<file path="config.mk">
export PLATFORM = sky130hd
export DESIGN_NAME = csa_serial_add_ctrl
export DESIGN_NICKNAME = d
export VERILOG_FILES = /design/src/rtl/csa_serial_add_ctrl.sv
export SDC_FILE = /design/constraint.sdc
export NUM_CORES = 1
export LEC_CHECK = 0
export ABC_AREA = 0
export BUFFER_PORTS_ARGS = -buffer_cell sky130_fd_sc_hd__buf_2
export CAP_MARGIN = 20
export CORE_UTILIZATION = 54
export CTS_CLUSTER_DIAMETER = 200
export DETAILED_ROUTE_END_ITERATION = 6
export PLACE_DENSITY_LB_ADDON = 0.08
export SYNTH_ARGS = -nofsm -noshare
export SYNTH_HDL_FRONTEND = slang
export SYNTH_SLANG_ARGS = --single-unit
</file>
<file path="constraint.sdc">
create_clock -name clk -period 3.5 [get_ports clk]
set_clock_uncertainty 0.05 [all_clocks]
set_input_delay 0.175 -clock clk [delete_from_list [all_inputs] [get_ports clk]]
set_output_delay 0.175 -clock clk [all_outputs]
set_load 0.05 [all_outputs]
</file>
<file path="src/rtl/csa_serial_add_ctrl.sv">
// csa_serial_add_ctrl
// Computes WIDTH-bit a+b+cin on one shared 4-bit carry-skip adder slice,
// one nibble per clock, LSB nibble first. Valid/ready handshakes on both
// the operand and result sides.
// Optional build macro: CSA_SKIP_STATS_EN adds the skip_cnt output, which
// counts the nibbles of the current operation that took the skip path.
//
// state | meaning
// ------+-------------------------------------------------------------
// IDLE  | waiting for operands; in_ready=1; sum/cout hold last result
// RUN   | one nibble added per cycle, exactly CHUNKS cycles
// DONE  | result presented (out_valid=1) until consumer takes it
module csa_serial_add_ctrl #(
    parameter int WIDTH = 16
) (
    input  logic             clk,
    input  logic             rst_n,
    input  logic             in_valid,
    output logic             in_ready,
    input  logic [WIDTH-1:0] a,
    input  logic [WIDTH-1:0] b,
    input  logic             cin,
    output logic             out_valid,
    input  logic             out_ready,
    output logic [WIDTH-1:0] sum,
    output logic             cout,
    output logic             busy
`ifdef CSA_SKIP_STATS_EN
    ,
    output logic [$clog2(WIDTH/4+1)-1:0] skip_cnt
`endif
);

    localparam int CHUNKS = WIDTH / 4;
    localparam int IDXW   = (CHUNKS > 1) ? $clog2(CHUNKS) : 1;

    typedef enum logic [1:0] {
        ST_IDLE = 2'd0,
        ST_RUN  = 2'd1,
        ST_DONE = 2'd2
    } state_t;

    state_t            state_q, state_d;
    logic [WIDTH-1:0]  a_q, a_d;
    logic [WIDTH-1:0]  b_q, b_d;
    logic [WIDTH-1:0]  sum_q, sum_d;
    logic              carry_q, carry_d;
    logic              cout_q, cout_d;
    logic [IDXW-1:0]   idx_q, idx_d;

    logic              accept;
    logic              last_chunk;
    logic [3:0]        nib_a, nib_b;
    logic [3:0]        slice_sum;
    logic              slice_co;
    logic              slice_skip;

    assign accept     = in_valid && (state_q == ST_IDLE);
    assign last_chunk = (idx_q == IDXW'(CHUNKS - 1));
    assign nib_a      = a_q[{idx_q, 2'b00} +: 4];
    assign nib_b      = b_q[{idx_q, 2'b00} +: 4];

    // 4-bit slice: ripple of full adders, bypassed when every bit propagates
    always_comb begin
        logic [3:0] p;
        logic [3:0] g;
        logic       c;
        p = nib_a ^ nib_b;
        g = nib_a & nib_b;
        c = carry_q;
        slice_sum = 4'd0;
        for (int i = 0; i < 4; i++) begin
            slice_sum[i] = p[i] ^ c;
            c            = g[i] | (p[i] & c);
        end
        slice_skip = &p;
        slice_co   = slice_skip ? carry_q : c;
    end

    // FSM state register
    always_ff @(posedge clk or negedge rst_n) begin
        if (!rst_n) begin
            state_q <= ST_IDLE;
        end else begin
            state_q <= state_d;
        end
    end

    // FSM next-state logic
    always_comb begin
        state_d = state_q;
        case (state_q)
            ST_IDLE: if (in_valid) state_d = ST_RUN;
            ST_RUN:  if (last_chunk) state_d = ST_DONE;
            ST_DONE: if (out_ready) state_d = ST_IDLE;
            default: state_d = ST_IDLE;
        endcase
    end

    // FSM outputs, decoded from the registered state only
    always_comb begin
        in_ready  = (state_q == ST_IDLE);
        out_valid = (state_q == ST_DONE);
        busy      = (state_q == ST_RUN) || (state_q == ST_DONE);
    end

    // Datapath next values: latch on accept, one nibble per RUN cycle
    always_comb begin
        a_d     = a_q;
        b_d     = b_q;
        sum_d   = sum_q;
        carry_d = carry_q;
        cout_d  = cout_q;
        idx_d   = idx_q;
        if (accept) begin
            a_d     = a;
            b_d     = b;
            carry_d = cin;
            idx_d   = '0;
        end else if (state_q == ST_RUN) begin
            sum_d[{idx_q, 2'b00} +: 4] = slice_sum;
            carry_d = slice_co;
            idx_d   = idx_q + IDXW'(1);
            if (last_chunk) begin
                cout_d = slice_co;
            end
        end
    end

    // Datapath registers
    always_ff @(posedge clk or negedge rst_n) begin
        if (!rst_n) begin
            a_q     <= '0;
            b_q     <= '0;
            sum_q   <= '0;
            carry_q <= 1'b0;
            cout_q  <= 1'b0;
            idx_q   <= '0;
        end else begin
            a_q     <= a_d;
            b_q     <= b_d;
            sum_q   <= sum_d;
            carry_q <= carry_d;
            cout_q  <= cout_d;
            idx_q   <= idx_d;
        end
    end

    assign sum  = sum_q;
    assign cout = cout_q;

`ifdef CSA_SKIP_STATS_EN
    localparam int SKW = $clog2(CHUNKS + 1);

    logic [SKW-1:0] skip_cnt_q, skip_cnt_d;

    // Skip statistics: cleared on accept, counts skipping nibbles in RUN
    always_comb begin
        skip_cnt_d = skip_cnt_q;
        if (accept) begin
            skip_cnt_d = '0;
        end else if ((state_q == ST_RUN) && slice_skip) begin
            skip_cnt_d = skip_cnt_q + SKW'(1);
        end
    end

    // Skip statistics register
    always_ff @(posedge clk or negedge rst_n) begin
        if (!rst_n) begin
            skip_cnt_q <= '0;
        end else begin
            skip_cnt_q <= skip_cnt_d;
        end
    end

    assign skip_cnt = skip_cnt_q;
`endif

endmodule

</file>
==> results_dict.tcl, run 1 <==
set metrics [dict create \
    pre_cts_slack_ps 623.5 \
    cts_hold_buf 1 \
    finalCritPeriodShare_pct 81.92 \
    boundaryPins 57 \
    p_leak_nw 1.509 \
    synth_top_family_by_area "multiplexers" \
    status "finished, violations left" \
    path_max_fanout 6 \
    remaining_drc_errors 4 \
    slew_headroom_pct 46.61 \
    clkPwrFrac_pct 15.0 \
    syn_area_sq_um 2590 \
    critPathLaunchType "flop" \
    synth_edf_count 0 \
    drive_gt1_share_pct 43.92 \
    start_util_pct 57.89 \
    cp.required_ps 3690 \
    dp_cells 298 \
    cts_setup_buffers 0 \
    ys_seq_elements 54 \
    grt_max_degree 37 \
    min_path_type "in -> reg" \
    ctsResizeCount 0 \
    yosys_warnings 0 \
    synthFlopType "dfrtp_1" \
    ant_nets 0 \
    htree_num_levels 2 \
    min_period_ps 2867 \
    synthTopCellsByCount "dfrtp_1, mux2_2, nand2_1" \
    gp_congestion 0.7718 \
    fp-row-count 24 \
    yosysUniqueCellTypes 29 \
    arrival_ps 3050 \
    track_usage_pct 21.28 \
    syn2layout_area_growth_pct 18.74 \
    netSwitchingPower_mw 1.406 \
    cp-end-kind "flop" \
    r2r_end "sum[15]" \
    async_reset_ff_share_pct 100.0 \
    clock.fmax_mhz 348.8 \
    fp.coreArea_sq_um 4474 \
    setup-violations-final 0 \
    die_area_sq_um 5077 \
    combPwrFrac_pct 53.0 \
    synthXorXnorAreaFrac_pct 0.3382 \
    cts.reportedPaths.clkPinSlew_ps 100 \
    antenna_cells 0 \
    syn_avg_cell_area_sq_um 13.42 \
    clk_latency_ps 310 \
    cts_buffer_depth 2 \
    totalPowerFinal_mw 3.370 \
    synthAdderAreaFrac_pct 9.372 \
    placed_area_sq_um 2923 \
    drv_cap 0 \
    synth_top_area_cell "dfrtp_1" \
    final_max_slew_viol_count 0 \
    grt_pass1_wl_um 8204 \
    synthCells 193 \
    min_from "a[8]" \
    wl_um 4559 \
    rrSetupSlack_ps 630 \
    syn_nets 247 \
    nets 308 \
    synthMuxAreaShare_pct 22.90 \
    root_buffer "clkbuf_8" \
    hold_violations 0 \
    worstHoldEndpoint "a_q[8]" \
    clock-sinks 54 \
    final_cells 307 \
    internal_power_mw 1.964 \
    vdd.ir_drop.worst_uv 477.7 \
    seqPwrFrac_pct 32.0 \
    r2r_cells 9 \
    synth.area.top_cells "dfrtp_1, mux2_2, mux4_2" \
    antenna_found_initial 0 \
    first_global_vias 1750 \
    synth.most_common_cell "dfrtp_1" \
    whs_path_depth 2 \
    setup_tns_ps 0 \
    synth_compound_area_share_pct 5.507 \
    worstMarginPinSlew_ps 798.0 \
    seq_area_frac_synth_pct 52.17 \
    p_per_area_nw_per_um2 1096 \
    numCtsBuffers 5 \
    first_pass_iters 7 \
    reg2reg_from "idx_q[0]" \
    yosysTopAreaCellShare_pct 52.17 \
    viasPerCell 5.316 \
    vias 1632 \
    dieWidth_um 71.26 \
    dieHeight_um 71.26 \
    yosys.area_share.simple_pct 6.184 \
    rsz0062_at_grt "false" \
    dp_hpwl_um 3502 \
    cts_tree "done" \
    setup_slack_ps 632.7 \
    portBuffers 56 \
    worstSetupPathType "reg -> reg" \
    design_area_sq_um 3075 \
    drtIter0Drc 93 \
    wl_per_cell_um 14.85 \
    grt_overflow 0 \
    violations "DRC" \
    switching_share_pct 41.72 \
]
[final cells by class]
| class | instances | area [sq um] |
|---|---|---|
| timing repair buffer | 61 | 320.3 |
| inverter | 13 | 48.80 |
| tap | 52 | 65.06 |
| multi-input combinational | 119 | 1147 |
| sequential | 54 | 1351 |
| clock inverter | 2 | 60.06 |
| fill | 366 | 1399 |
| clock buffer | 6 | 82.58 |
[cells in the final DEF (no fill, tap or decap), types with 2 or more instances in the layout]
cell	synthesis	layout
nand3_1	3	3
a21oi_1	2	2
a22o_1	6	6
clkbuf_8	0	6
buf_4	1	4
mux2_2	34	34
nand2_1	19	19
dfrtp_1	54	54
fa_1	4	4
inv_1	12	12
ha_1	13	13
buf_2	4	56
nor2_1	3	3
mux4_2	8	8
mux2i_1	3	3
and3_1	2	2
bufinv_16	0	2
o21ai_0	11	11
nor3b_1	2	2
[cells by family after synthesis]
logic type,count (synthesis)
AOI/OAI and AO/OA,22
xor gates and xnor gates,1
adders and majority gates,17
buffers and inverters,20
DFF,54
muxes,45
and+or+nand+nor,34
[registers in the layout, summed over array words and instances, names as in the netlist]
signal and count:
cout 1, sum 16, idx_q 2, state_q 2, a_q 16, b_q 16, carry_q 1
[metal layers]
metal / share of wire [%] / wire length [um] / vias up / GRT usage, %
li1: - / - / 796 / -
met1: 44 / 2020 / 783 / 28.21
met2: 50 / 2263 / 46 / 35.66
met3: 4.8 / 219 / 7 / 4.782
met4: 1.2 / 56 / 0 / 6.000
met5: 0 / 0 / - / 0
[through the flow]
stage,util [%],hold WS (ps)
after floorplan,-,-170.6
after global placement,65.32,169.3
after detailed placement,65.32,169.0
after CTS,68.74,30.59
after global routing,68.74,31.25
final,68.74,35.25
[power groups by stage]
stage / clock [mW] / sequential, mW / combinational (mW)
2_1_floorplan: 0 / 1.24 / 1.21
3_3_place_gp: 0 / 1.09 / 1.75
3_5_place_dp: 0 / 1.10 / 1.79
4_1_cts: 0.512 / 1.08 / 1.80
5_1_grt: 0.540 / 1.12 / 1.97
6_report: 0.505 / 1.08 / 1.79
[how the worst max path moves through the flow]
stage               slack [ps]      from  cells past startpoint       to
finish                     630  idx_q[0]                      9  sum[15]
global route               410  idx_q[0]                      9   sum[3]
CTS                        600  idx_q[0]                      9   sum[3]
detailed placement         620  idx_q[0]                      9  sum[15]
global placement           710  idx_q[0]                      8  sum[11]
floorplan                  610  idx_q[0]                     10  sum[11]
[worst max-delay path: stages (launching register included)]
cell	delay (ps)
dfrtp_1	500
mux4_2	570
fa_1	400
inv_1	80
fa_1	180
fa_1	170
inv_1	50
fa_1	560
nand2_1	70
o21ai_0	150
(Power assumes the default switching activity.)
==> run 2: changes to the inputs <==
==> constraint.sdc (replaced) <==
create_clock -name clk -period 3 [get_ports clk]
set_clock_uncertainty 0.05 [all_clocks]
set_input_delay 0.15 -clock clk [delete_from_list [all_inputs] [get_ports clk]]
set_output_delay 0.15 -clock clk [all_outputs]
set_load 0.05 [all_outputs]
==> run 2 against run 1 <==
The flow still finishes with violations (DRC). Clock-buffer cell count stayed put. Global-route usage about the same. Maximum frequency grew 1.0%. Worst setup slack got worse by 470 ps. Via count rose by 2.7%. Die area is the same. Final area hardly changed. Hold slack got worse by 15 ps. Total power rose by 16%.
==> results_dict.tcl, run 2 (synthesis gave the netlist of run 1 again) <==
set metrics [dict create \
    antenna_found_initial 0 \
    boundaryPins 57 \
    cts.reportedPaths.clkPinSlew_ps 90 \
    worstMarginPinSlew_ps 831.8 \
    p_leak_nw 1.508 \
    crit_start "idx_q[0]" \
    setup_tns_ps 0 \
    cts_tree "done" \
    critPathLaunchType "flop" \
    final_max_slew_viol_count 0 \
    clk_latency_ps 300 \
    worstSetupPathType "reg -> reg" \
    htree_num_levels 2 \
    nets 308 \
    cts_buffer_depth 2 \
    path_max_fanout 5 \
    dp_hpwl_um 3636 \
    slew_headroom_pct 44.35 \
    min_from "a[6]" \
    fp-row-count 24 \
    cp-end-kind "flop" \
    violations "DRC" \
    grt_overflow 0 \
    drtIter0Drc 84 \
    dieWidth_um 71.26 \
    rrSetupSlack_ps 160 \
    setup_slack_ps 162.4 \
    min_path_type "in -> reg" \
    finalCritPeriodShare_pct 94.59 \
    first_pass_iters 6 \
    clock-sinks 54 \
    wl_um 4834 \
    reg2reg_from "idx_q[0]" \
    first_global_vias 1709 \
    track_usage_pct 21.29 \
    clock.fmax_mhz 352.4 \
    r2r_cells 9 \
    fp.coreArea_sq_um 4474 \
    antenna_cells 0 \
    drv_cap 0 \
    dieHeight_um 71.26 \
    r2r_end "sum[3]" \
    wl_per_cell_um 15.75 \
    gp_congestion 0.8484 \
    p_per_area_nw_per_um2 1273 \
    pre_cts_slack_ps 105.1 \
    start_util_pct 57.89 \
    vdd.ir_drop.worst_uv 536.8 \
    root_buffer "clkbuf_8" \
    hold_violations 0 \
    syn2layout_area_growth_pct 18.79 \
    min_period_ps 2838 \
    fill_cells 334 \
    remaining_drc_errors 4 \
    final_common_cell "buf_2" \
    drive_gt1_share_pct 44.31 \
    cp.required_ps 3170 \
    die_area_sq_um 5077 \
    rsz0062_at_grt "false" \
    vias 1676 \
    portBuffers 56 \
    grt_max_degree 38 \
    grt_pass1_wl_um 8052 \
    status "finished, violations left" \
    viasPerCell 5.459 \
    final_cell_mix "buf_2, dfrtp_1, mux2_2, nand2_1, ha_1" \
    numCtsBuffers 5 \
    ant_nets 0 \
    crit_path_end "sum[3]" \
    setup-violations-final 0 \
    arrival_ps 3010 \
]
run 2: layout make-up:
class / instances / area [sq um] / area share, %
inverters: 13 / 48.80 / 1.586
clock inverters: 2 / 60.06 / 1.952
flip-flops and latches: 54 / 1353 / 43.96
repair buffers: 61 / 320.3 / 10.41
multi-input cells: 119 / 1147 / 37.29
clock buffers: 6 / 82.58 / 2.684
well taps: 52 / 65.06 / 2.115
run 2: layer usage:
metal  part of all wire (%)  track usage [%]  routed length, um  up-vias
met5                      0                0                  0        -
met4                    1.3            6.222                 61        0
met3                    4.0            5.485                193        5
met2                     51            37.25               2466       45
met1                     44            26.19               2112      825
li1                       -                -                  -      801
run 2: worst min-delay path by stage:
stage / end / slack (ps) / cells after the start
2_1_floorplan: a_q[0] / -200 / 0
3_3_place_gp: sum[12] / 240 / 1
3_5_place_dp: sum[13] / 240 / 1
4_1_cts: b_q[8] / 7 / 2
5_1_grt: a_q[8] / 3 / 2
6_report: a_q[6] / 20 / 2
run 2: worst max-delay path: stages (launching register included):
cell	delay (ps)
dfrtp_2	440
mux4_2	560
fa_1	410
inv_1	80
fa_1	190
fa_1	160
inv_1	50
fa_1	560
nand2_1	70
o21ai_0	180
run 2: metrics by stage:
stage	cell area (sq um)	hold slack, ps	total power [mW]	utilization [%]	std cells
after CTS	3075	7.270	3.976	68.74	307
after global routing	3077	3.316	4.208	68.76	307
after floorplan	2590	-195.6	2.853	-	193
after detailed placement	2923	241.6	3.371	65.32	298
final	3077	20.00	3.918	68.76	307
after global placement	2923	244.5	3.323	65.32	298
run 2: where the power goes:
| part | total, mW | switching [mW] | internal, mW | leakage (nW) |
|---|---|---|---|---|
| Clock | 0.584 | 0.229 | 0.356 | 0.0714 |
| Sequential | 1.25 | 0.196 | 1.06 | 0.669 |
| Combinational | 2.08 | 1.21 | 0.875 | 0.767 |
| Total | 3.92 | 1.63 | 2.29 | 1.51 |
run 2: timing repair:
item | 4_1_cts | 5_1_grt
resized for setup | 0 | 1
hold buffers | 1 | 0
endpoints found under the hold margin | 36 | 0
endpoints found under the setup margin | 0 | 2
buffers inserted | 0 | 0
